===== src/rtl/gvt_monitor.sv =====
// GVT monitor: scans per-core event timestamps plus the event-queue minimum
// once per round, advances a monotonic global virtual time, and flags completion.
module gvt_monitor #(
  parameter int NUM_CORE = 8,
  parameter int TIME_W   = 16
) (
  input  logic                       clk,
  input  logic                       rst_n,
  input  logic [NUM_CORE-1:0]        core_active,
  input  logic [NUM_CORE*TIME_W-1:0] core_time,
  input  logic [TIME_W-1:0]          queue_min_time,
  input  logic                       queue_empty,
  input  logic [TIME_W-1:0]          sim_end,
  input  logic                       stall_in,
  input  logic                       event_commit,
  output logic [TIME_W-1:0]          gvt,
  output logic                       gvt_upd,
  output logic                       rtn_vld,
  output logic [63:0]                total_cycles,
  output logic [63:0]                total_stalls,
  output logic [63:0]                total_events
);

  localparam int IDX_W = (NUM_CORE > 1) ? $clog2(NUM_CORE) : 1;
  localparam logic [IDX_W-1:0] LAST_IDX = IDX_W'(NUM_CORE - 1);

  typedef enum logic [1:0] {SCAN, UPDATE, DONE} state_t;

  state_t            state;
  logic [IDX_W-1:0]  idx;
  logic [TIME_W-1:0] r_min;
  logic              r_min_vld;

  logic [TIME_W-1:0] times [NUM_CORE];
  logic [TIME_W-1:0] base_min, cur_time, cand;
  logic              base_vld, take;

  // The SCAN-entry load of the queue minimum is folded into the idx==0 cycle,
  // so a round is exactly NUM_CORE scan cycles plus one update cycle.
  // NOTE: every always_comb output gets a default first, so no latch can be inferred.
  always_comb begin
    for (int i = 0; i < NUM_CORE; i++) begin
      times[i] = core_time[i*TIME_W +: TIME_W];
    end
    base_min = r_min;
    base_vld = r_min_vld;
    if (idx == '0) begin
      base_min = queue_min_time;
      base_vld = !queue_empty;
    end
    cur_time = times[idx];
    take     = core_active[idx] && (!base_vld || (cur_time < base_min));
    cand     = sim_end;
    if (r_min_vld && (r_min < sim_end)) begin
      cand = r_min;
    end
  end

  // NOTE: sequential state uses non-blocking assignments only; the async reset
  // clears every flop, including the scan accumulator, so an aborted round leaves no trace.
  always_ff @(posedge clk or negedge rst_n) begin
    if (!rst_n) begin
      state        <= SCAN;
      idx          <= '0;
      r_min        <= '0;
      r_min_vld    <= 1'b0;
      gvt          <= '0;
      gvt_upd      <= 1'b0;
      rtn_vld      <= 1'b0;
      total_cycles <= '0;
      total_stalls <= '0;
      total_events <= '0;
    end else begin
      gvt_upd <= 1'b0;
      rtn_vld <= 1'b0;

      if (state != DONE) begin
        total_cycles <= total_cycles + 64'd1;
        total_stalls <= total_stalls + {63'd0, stall_in};
        total_events <= total_events + {63'd0, event_commit};
      end

      case (state)
        SCAN: begin
          r_min     <= take ? cur_time : base_min;
          r_min_vld <= take | base_vld;
          if (idx == LAST_IDX) begin
            idx   <= '0;
            state <= UPDATE;
          end else begin
            idx <= idx + IDX_W'(1);
          end
        end
        UPDATE: begin
          if (cand > gvt) begin
            gvt     <= cand;
            gvt_upd <= 1'b1;
          end
          // An empty system has nothing left to simulate: finish at sim_end.
          if ((cand >= sim_end) || !r_min_vld) begin
            state   <= DONE;
            rtn_vld <= 1'b1;
          end else begin
            state <= SCAN;
          end
        end
        DONE: ;
        default: state <= SCAN;
      endcase
    end
  end

endmodule

===== config.mk =====
export PLATFORM = sky130hd
export DESIGN_NAME = gvt_monitor
export DESIGN_NICKNAME = d
export VERILOG_FILES = /design/src/rtl/gvt_monitor.sv
export SDC_FILE = /design/constraint.sdc
export NUM_CORES = 1
export LEC_CHECK = 0
export CAP_MARGIN = 0
export CORE_MARGIN = 3
export CORE_UTILIZATION = 48
export CTS_CLUSTER_DIAMETER = 60
export DETAILED_ROUTE_END_ITERATION = 8
export GPL_ROUTABILITY_DRIVEN = 0
export PLACE_DENSITY_LB_ADDON = 0.15
export SLEW_MARGIN = 20
export SYNTH_ARGS = -nofsm -noshare
export SYNTH_HDL_FRONTEND = slang
export SYNTH_SLANG_ARGS = --single-unit

===== constraint.sdc =====
create_clock -name clk -period 6.05 [get_ports clk]
set_clock_uncertainty 0.2 [all_clocks]
set_input_delay 0.605 -clock clk [delete_from_list [all_inputs] [get_ports clk]]
set_output_delay 0.605 -clock clk [all_outputs]
set_load 0.03 [all_outputs]

### Word level (Yosys, flattened, before mapping)

Cells that the tools add are included.

* add/sub/neg operators: 4
* magnitude comparators: 6
* eq/ne operators: 5
* mux-type cells: 17
* bitwise operators: 3
* reduce and logical (&&, ||, !) cells: 11

Operators with widths (number)
* 64-bit by 1-bit adder with 64-bit output: 2
* 16-bit 2-to-1 mux: 5
* 64-bit by 1-bit adder with 64-bit output (second input constant): 1
* 16-bit binary-select mux with 3-bit select: 1
* 16-bit less-than comparator: 2
* 16-bit greater-or-equal comparator: 1
* 16-bit > comparator: 1
* 1-bit 2-to-1 mux: 6
* 2-bit one-hot mux with 3 select lines: 1
* 4-bit greater-or-equal comparator (second input constant): 1
* 3-bit by 4-bit less-than comparator with 1-bit output (second input constant): 1
* 2-bit 2-to-1 mux: 2
* 2-bit != test (second input constant): 2
* 3-bit inverter with 4-bit output: 1
* 2-bit AND reduction: 2
* 3-bit by 1-bit adder with 3-bit output (second input constant): 1
* 1-bit binary-select mux with 3-bit select: 1
* 3-bit == test (second input constant): 1
* 1-bit zero test: 3
* 3-bit zero test: 1
* 3-bit 2-to-1 mux: 1
* 2-bit by 1-bit == test with 1-bit output (second input constant): 1
* 2-bit == test (second input constant): 1
* 1-bit logical AND: 2
* 4 further kinds: 5

* bits in registers: 232
* input port bits: 173
* output and inout bits: 210
* word-level logic and storage cells: 56

### Longest topological paths before layout

Gate-level depths: netlist (run 1).

* depth in word-level cells: 8
* mapped depth: 18
* gate-level depth less buffers: 16

### Worst setup path before layout (run 1)

OpenSTA, ideal clock, no wires.

* path kind: input port to flip-flop
* from: in sim_end[15]
* to: reg gvt[10]
* library setup time: 0.125 ns
* arrival: 4.860 ns
* setup slack: 0.865 ns
* stages on the path: 17
* cells stage by stage: inv_1 ha_1 and3_1 a221oi_1 and3_1 nor3_1 clkbuf_1 mux2_2 ha_1 a21o_1 a21o_1 a21oi_1 nor2_1 a2111oi_0 a211oi_1 clkbuf_1 mux2_2

* longest elaborated chain between the ends: 5

Ends and longest elaborated chain
* start, declared: line 13 `input logic [TIME_W-1:0] sim_end,`
* 16-bit less-than comparator: line 54 `if (r_min_vld && (r_min < sim_end)) begin`
* 1-bit logical AND: line 54
* 16-bit 2-to-1 mux: line 54
* named net cand[9]: line 35 `logic [TIME_W-1:0] base_min, cur_time, cand;`
* 16-bit > comparator: line 95 `if (cand > gvt) begin`
* 2-bit AND reduction (no line)
* end signal, assigned: line 96 `gvt <= cand;`
* end, declared: line 16 `output logic [TIME_W-1:0] gvt,`

The timed path passes the listed nets, and every way through them passes these cells.
A chain may end at the register's enable or synchronous reset.

### Final worst setup path (run 1)

* from: in sim_end[14]
* to: reg gvt[8]

The elaborated chain is that of the path after synthesis.

==> summary.md, run 1 <==
| Metric | Value |
|---|---|
| Worst Hold Path Cells | 1 |
| Vias in the first global route | 10900 |
| FMAX | 207 MHz |
| Unrepaired setup endpoints after global routing | no |
| First-pass GRT wire length | 58900 µm |
| Worst-Skew Late Latency | 0.54 ns |
| Final Hold Violating Endpoints | 0 |
| Via count | 10700 |
| Worst slew margin | 35.5% |
| Yosys cell types | 46 |
| Post-Syn Area | 13000 µm² |
| Dpl cell area | 17300 µm² |
| CP Max Fanout | 17 |
| Sequential share of power | 43.9% |
| Worst r2r src | idx[0]$_DFFE_PN0P_ |
| Worst setup margin | 1.22 ns |
| Register-to-register setup slack | 1.25 ns |
| CTS sink cnt | 232 |
| Avg WL per Cell | 19.1 µm |
| Worst-Margin Slew | 0.968 ns |
| Grt total ovfl | 0 |
| CTS tree | done |
| 1st-pass router iterations | 5 |
| Period utilization | 79.8% |
| Syn avg cell area | 11.1 µm² |
| Yosys reg bits | 232 |
| Die area | 29100 µm² |
| Number of synthesized flops with an enable pin | 0 |
| Drt via density | 5.56 |
| Max Slew Vio Count | 0 |
| Worst Hold Class | flop to flop |
| Largest net degree at the start of global routing | 128 |
| Post-synthesis sequential area ratio | 44.6% |
| Ports | 383 |
| DP Wirelength | 28300 µm |
| Initial Utilization | 49.4% |
| Post-cts repair resize count | 0 |
| DRC viols | 0 |
| Clock network fraction of design power | 47.5% |
| DIE WIDTH | 171 µm |
| Startpoint Class | input pin |
| Slowest CP cell | clkdlybuf4s50_1 |
| Internal power | 2.75 mW |
| Min Tclk post-route | 4.83 ns |
| Switching Share | 22.2% |
| Yosys top cell area share | 44.6% |
| CTS clk-pin slew, worst paths | 0.06 ns |
| Initial antenna violation count | 0 |
| Comb pwr share | 8.6% |
| Syn. warnings | 0 |
| Non-Filler Instances | 1928 |
| Hold Crit Endpoint | total_cycles[63]$_DFFE_PN0P_ |
| Required @ worst endpoint | 6.25 ns |
| Async S/R FF share, synth | 100% |
| Cts hold-fix bufs | 1 |
| Clock tree buffer depth | 3 |
| Inst Count DP | 1876 |
| Final hold slack | 0.273 ns |
| Routed Antenna Nets | 0 |
| Layout net count | 1815 |
| Gr usage total | 25.0% |
| Hold path startpoint | total_cycles[63]$_DFFE_PN0P_ |
| Switch Pwr | 0.787 mW |
| Status | completed |
| Synth area leaders | dfrtp_1 45%, xnor2_1 9.6%, ha_1 6.7% |
| Pwr Density | 195 nW/µm² |
| Number of CTS-inserted buffers | 28 |
| Placement Setup Slack | 0.732 ns |
| Site row count | 59 |
| Core Footprint | 26400 µm² |
| Layout cell share with drive strength beyond 1 | 10.2% |
| CP peak stage delay | 0.54 ns |
| Synthesized Nets | 1417 |
| Worst-case reg-to-reg path depth | 11 |
| CTS H-tree depth | 1 |
| Worst vdd ir | 0.198 mV |
| Routed wire length | 36700 µm |
| Post-Syn Instances | 1174 |
| Worst path cell trace | clkdlybuf4s50_1 -> inv_1 -> ha_1 -> and3_1 -> a221oi_1 -> nand3_1 -> a41oi_1 -> nor3_2 -> mux2_2 -> ha_1 -> a21o_1 -> a21o_1 -> a21oi_1 -> nor2_1 -> a2111oi_0 -> a211oi_2 -> buf_4 -> mux2_2 |
| Setup tns final | 0 ns |
| Port Buf Inserts | 382 |
| Final setup vio count | 0 |
| LEAKAGE | 7.69 nW |
| Clock root cell | clkbuf_16 |
| Critical path endpoint category | flop |
| Maxcap violations | 0 |
| Ant diodes | 0 |
| Ys flop type | dfrtp_1 |
| Crit path kind | input pin to flop |
| CP arrival | 5.03 ns |
| Postcts setup bufs | 0 |
| Reg2reg end | r_min[1]$_DFFE_PN0P_ |
| Design area | 18200 µm² |
| Die Y | 171 µm |
| Number of DRC markers in iteration 0 | 802 |
| Cell taking the most area after synthesis | dfrtp_1 |
| Area growth syn-to-layout | 39.9% |
==> logic make-up after synthesis <==
kind of cell,after synthesis,synth area share [%]
compound gates,92,5.34
simple gates,414,16.7
flops,232,44.6
mux,104,11.8
xor+xnor,187,12.6
fa+ha+maj,70,6.73
buf+inv,75,2.26
==> power by group through the flow <==
| stage | registers [mW] | clock network (mW) | logic, mW |
|---|---|---|---|
| global placement | 1.58 | 0 | 0.298 |
| CTS | 1.55 | 1.72 | 0.308 |
| finish | 1.55 | 1.68 | 0.306 |
| floorplan | 1.58 | 0 | 0.122 |
| detailed placement | 1.58 | 0 | 0.305 |
| global route | 1.55 | 1.78 | 0.341 |
==> layout make-up <==
type                       count  area [µm²]
clock inverter                 8         100
multi-input combinational    867        6930
sequential                   232        5810
timing repair buffer         396        3940
clock buffer                  43         828
inverter                      47         176
tap                          335         419
fill                        2072        8160
==> Yosys cell counts, drive strengths merged, types with 2 or more instances <==
| library cell | instances |
|---|---|
| xnor2 | 142 |
| o21ai | 14 |
| a21oi | 20 |
| nand4 | 53 |
| mux2 | 52 |
| a21o | 8 |
| or2 | 3 |
| mux2i | 18 |
| a211o | 2 |
| a221oi | 2 |
| mux4 | 34 |
| nand3b | 2 |
| nor2b | 5 |
| and2 | 11 |
| ha | 70 |
| dfrtp | 232 |
| or3 | 5 |
| o21a | 3 |
| nor3 | 25 |
| a41oi | 3 |
| nand2 | 94 |
| xor2 | 45 |
| and4 | 31 |
| and3 | 30 |
| nor4 | 10 |
| clkbuf | 19 |
| buf | 9 |
| a211oi | 4 |
| nand2b | 8 |
| o22ai | 16 |
| a2bb2oi | 16 |
| nand3 | 79 |
| nor2 | 56 |
| inv | 47 |
==> per-stage QoR <==
step / utilization, % / power, mW
3_3_place_gp: 65.5 / 1.88
5_1_grt: 69.0 / 3.67
4_1_cts: 69.0 / 3.58
3_5_place_dp: 65.5 / 1.89
2_1_floorplan: - / 1.70
6_report: 69.0 / 3.54
==> sequential cells by signal, summed over array words and instances (netlist names) <==
signal	count
total_cycles	64
total_events	64
total_stalls	64
gvt	16
r_min	16
idx	3
state	2
gvt_upd	1
r_min_vld	1
rtn_vld	1
==> layer usage <==
layer / global-route usage [%] / share of wire [%] / up-vias
met5: 0 / 0 / -
met4: 5.08 / 2.1 / 0
met3: 4.11 / 6.1 / 46
met2: 41.3 / 48 / 271
met1: 35.3 / 44 / 5360
li1: - / - / 5044
==> worst max path at each step <==
| stage | from | end | slack [ns] | depth (start not counted) |
|---|---|---|---|---|
| 2_1_floorplan | sim_end[15] | gvt[10]$_DFFE_PN0P_ | 0.86 | 17 |
| 3_3_place_gp | sim_end[15] | gvt[9]$_DFFE_PN0P_ | 0.88 | 18 |
| 3_5_place_dp | sim_end[14] | gvt[11]$_DFFE_PN0P_ | 0.73 | 18 |
| 4_1_cts | idx[0]$_DFFE_PN0P_ | r_min[2]$_DFFE_PN0P_ | 1.24 | 11 |
| 5_1_grt | idx[0]$_DFFE_PN0P_ | r_min[0]$_DFFE_PN0P_ | 0.90 | 11 |
| 6_report | sim_end[14] | gvt[8]$_DFFE_PN0P_ | 1.22 | 18 |
==> worst max-delay path: cells and delay by family <==
| kind | cells | cell delay (ns) |
|---|---|---|
| muxes | 2 | 0.62 |
| AOI/OAI and AO/OA | 7 | 1.82 |
| buffers and inverters | 3 | 0.85 |
| adders and majority gates | 2 | 0.61 |
| and+or+nand+nor | 4 | 0.51 |
==> layout by cell type (no fill, tap or decap), types with 19 or more instances in the layout <==
cell type and n:
clkdlybuf4s50_1 381, dfrtp_1 231, xnor2_1 142, nand2_1 94
nand3_1 79, ha_1 70, nor2_1 56, nand4_1 53
mux2_2 52, inv_1 47, xor2_1 45, mux4_2 34
and4_1 31, and3_1 30, clkbuf_16 29, nor3_1 23
a21oi_1 19
No activity file was read; power rests on OpenSTA's default activity.
==> run 2: changes to the inputs <==
Settings changed: CORE_UTILIZATION 48 to 44.
Clock period 6.05 ns to 4.1 ns, I/O delays scaled along.
==> run 2 against run 1 <==
  * The run now ends with negative setup slack left
  * Clock power rose by 58%
  * Via count rose by 1.6%
  * Clock-buffer cell count fell by 9
  * Routed wire length rose by 1.5%
  * Final area rose by 5.7%
  * Utilization fell by 2.6 points
  * Register-to-register slack got worse by 1.4 ns
  * Flip-flop and latch count did not move
  * Critical endpoint unchanged
  * Hold slack got worse by 0.0025 ns
  * First-iteration DRC count fell by 41%
  * Global-route usage fell by 2.1 points
==> summary.md, run 2 (synthesized netlist as in run 1, its figures left out) <==
| Metric | Value |
|---|---|
| Number of DRC markers in iteration 0 | 475 (-41%) |
| Commonest non-fill, non-tap cell in the layout | clkdlybuf4s50_1 |
| DRC viols | 0 (unchanged) |
| Die area | 31700 µm² (+8.8%) |
| Number of CTS-inserted buffers | 28 (unchanged) |
| Drt via density | 5.31 (-4.5%) |
| Sequential share of power | 41.8% (-2.1 points) |
| Layout cell share with drive strength beyond 1 | 15.6% (+5.4 points) |
| CTS clk-pin slew, worst paths | 0.06 ns (about the same) |
| Routed wire length | 37300 µm (+1.5%) |
| Violated checks | negative setup slack |
| Comb pwr share | 9.6% (+1.0 points) |
| Clock network fraction of design power | 48.6% (+1.1 points) |
| Post-layout util | 66.4% (-2.6 points) |
| Initial Utilization | 45.0% (-4.4 points) |
| Setup tns final | -1.41 ns (-1.41 ns) |
| Clock root cell | clkbuf_16 |
| Hold Crit Endpoint | total_cycles[63]$_DFFE_PN0P_ |
| Worst slew margin | 29.8% (-5.6 points) |
| Worst Hold Class | flop to flop |
| Area growth syn-to-layout | 47.8% |
| # fillers | 2270 (+9.6%) |
| Via count | 10900 (+1.6%) |
| CP Max Fanout | 9 (-8) |
| Gr usage total | 23.0% (-2.1 points) |
| Period utilization | 103% |
| Switch Pwr | 1.21 mW (+54%) |
| DIE WIDTH | 178 µm (+4.3%) |
| Pwr Density | 285 nW/µm² (+46%) |
| Hold path startpoint | total_cycles[63]$_DFFE_PN0P_ |
| Worst setup path startpoint | r_min[13]$_DFFE_PN0P_ |
| FMAX | 237 MHz |
| Required @ worst endpoint | 4.31 ns (-1.94 ns) |
| Switching Share | 22.2% (-0.067 points) |
| Final Hold Violating Endpoints | 0 (unchanged) |
| Most frequent cells in the layout | 378 x clkdlybuf4s50_1, 231 x dfrtp_1, 142 x xnor2_1 |
| Crit path kind | flop to flop |
| Grt total ovfl | 0 (unchanged) |
| Routed Antenna Nets | 0 (unchanged) |
| Die Y | 178 µm (+4.3%) |
| Vias in the first global route | 11100 (+1.4%) |
| Ports | 383 (unchanged) |
| CTS sink cnt | 232 (unchanged) |
| Avg WL per Cell | 18.2 µm (-4.6%) |
| Register-to-register setup slack | -0.11 ns (-1.36 ns) |
| Internal power | 4.26 mW (+55%) |
| Clock tree buffer depth | 3 (unchanged) |
| 1st-pass router iterations | 5 (unchanged) |
| Initial antenna violation count | 0 (unchanged) |
| Site row count | 62 (+5.1%) |
| Maxcap violations | 0 (unchanged) |
| Worst-Margin Slew | 1.05 ns (+0.0806 ns) |
| Reg2reg end | gvt[8]$_DFFE_PN0P_ |
| Final setup vio count | 15 (+15) |
| Startpoint Class | flop |
| First-pass GRT wire length | 58700 µm (-0.30%) |
| Largest regs | total_cycles (64), total_events (64), total_stalls (64) |
| Worst Hold Path Cells | 1 (unchanged) |
| Ant diodes | 0 (unchanged) |
| Status | finished with violations |
| Worst-Skew Late Latency | 0.54 ns (about the same) |
| CTS H-tree depth | 1 (unchanged) |
| Unrepaired setup endpoints after global routing | yes |
| Worst-case reg-to-reg path depth | 19 (+8) |
| DP Wirelength | 29000 µm (+2.4%) |
| CTS tree | done |
| Layout net count | 1892 (+4.2%) |
| Port Buf Inserts | 382 (unchanged) |
| Critical path endpoint category | flop |
| Worst setup margin | -0.113 ns (-1.34 ns) |
| CP arrival | 4.42 ns (-0.61 ns) |
| Core Footprint | 28900 µm² (+9.8%) |
| Largest net degree at the start of global routing | 113 (-12%) |
| Min Tclk post-route | 4.21 ns |
| Worst vdd ir | 0.282 mV (+43%) |
| Worst r2r src | r_min[13]$_DFFE_PN0P_ |
| Max Slew Vio Count | 0 (unchanged) |
| LEAKAGE | 8.16 nW (+6.1%) |
-- run 2: worst max-delay path by stage --
stage | to | slack [ns]
global placement | gvt[9]$_DFFE_PN0P_ | -1.03
finish | gvt[8]$_DFFE_PN0P_ | -0.11
CTS | gvt[4]$_DFFE_PN0P_ | -0.1
detailed placement | gvt[4]$_DFFE_PN0P_ | -1.14
floorplan | gvt[10]$_DFFE_PN0P_ | 0.003
global route | gvt[2]$_DFFE_PN0P_ | -0.32
-- run 2: power groups by stage --
stage	logic, mW	clock network [mW]	registers (mW)
2_1_floorplan	0.190	0	2.33
3_3_place_gp	0.488	0	2.33
3_5_place_dp	0.501	0	2.33
4_1_cts	0.516	2.72	2.29
5_1_grt	0.581	2.82	2.29
6_report	0.529	2.66	2.29
-- run 2: layout make-up --
type / count / area, µm² / share of cell area [%]
timing repair buffer: 473 / 4660 / 24.3
tap: 384 / 480 / 2.50
inverter: 47 / 176 / 0.918
clock buffer: 34 / 773 / 4.02
sequential: 232 / 5810 / 30.2
multi-input combinational: 867 / 7080 / 36.8
clock inverter: 15 / 240 / 1.25
-- run 2: routing by layer --
layer	track usage, %	vias up	wire length (µm)
li1	-	5210	-
met5	0	-	0
met1	31.9	5378	16600
met3	3.55	42	2010
met4	4.02	0	652
met2	38.6	265	18000
-- run 2: timing repair --
item | CTS | global route
setup endpoints to repair | 35 | 35
resized for setup | 10 | 15
pin swaps | 2 | 11
hold buffers | 1 | 0
gates cloned | 1 | 1
endpoints found under the hold margin | 109 | 0
buffers inserted | 4 | 6
-- run 2: stage by stage --
step | worst slack [ns] | instances | power (mW) | hold WS (ns) | area, µm²
4_1_cts | -0.0974 | 2046 | 5.53 | 0.275 | 19100
6_report | -0.113 | 2052 | 5.48 | 0.270 | 19200
3_5_place_dp | -1.14 | 1991 | 2.83 | 0.262 | 17900
5_1_grt | -0.322 | 2052 | 5.69 | 0.286 | 19200
3_3_place_gp | -1.03 | 1991 | 2.82 | 0.264 | 17900
2_1_floorplan | 0.00262 | 1174 | 2.52 | -0.0856 | 13100
-- run 2: critical path, stage by stage (launching register included) --
cell and delay [ns]:
dfrtp_1 0.40, ha_1 0.28, and3_4 0.16, a221oi_4 0.31
nand3_2 0.11, a41oi_2 0.22, nor3_4 0.06, buf_12 0.15
buf_6 0.11, mux2_4 0.31, ha_4 0.22, a21o_1 0.15
a21o_1 0.16, a21oi_2 0.16, nor2_2 0.06, a2111oi_4 0.36
a211oi_4 0.11, buf_6 0.16, clkbuf_16 0.15, mux2_2 0.26
==> run 3: changes to the inputs <==
Settings changed: CAP_MARGIN 0 to 10.
==> results of run 3 <==
No change in the layout: final DEF, timing and power equal those of run 2.
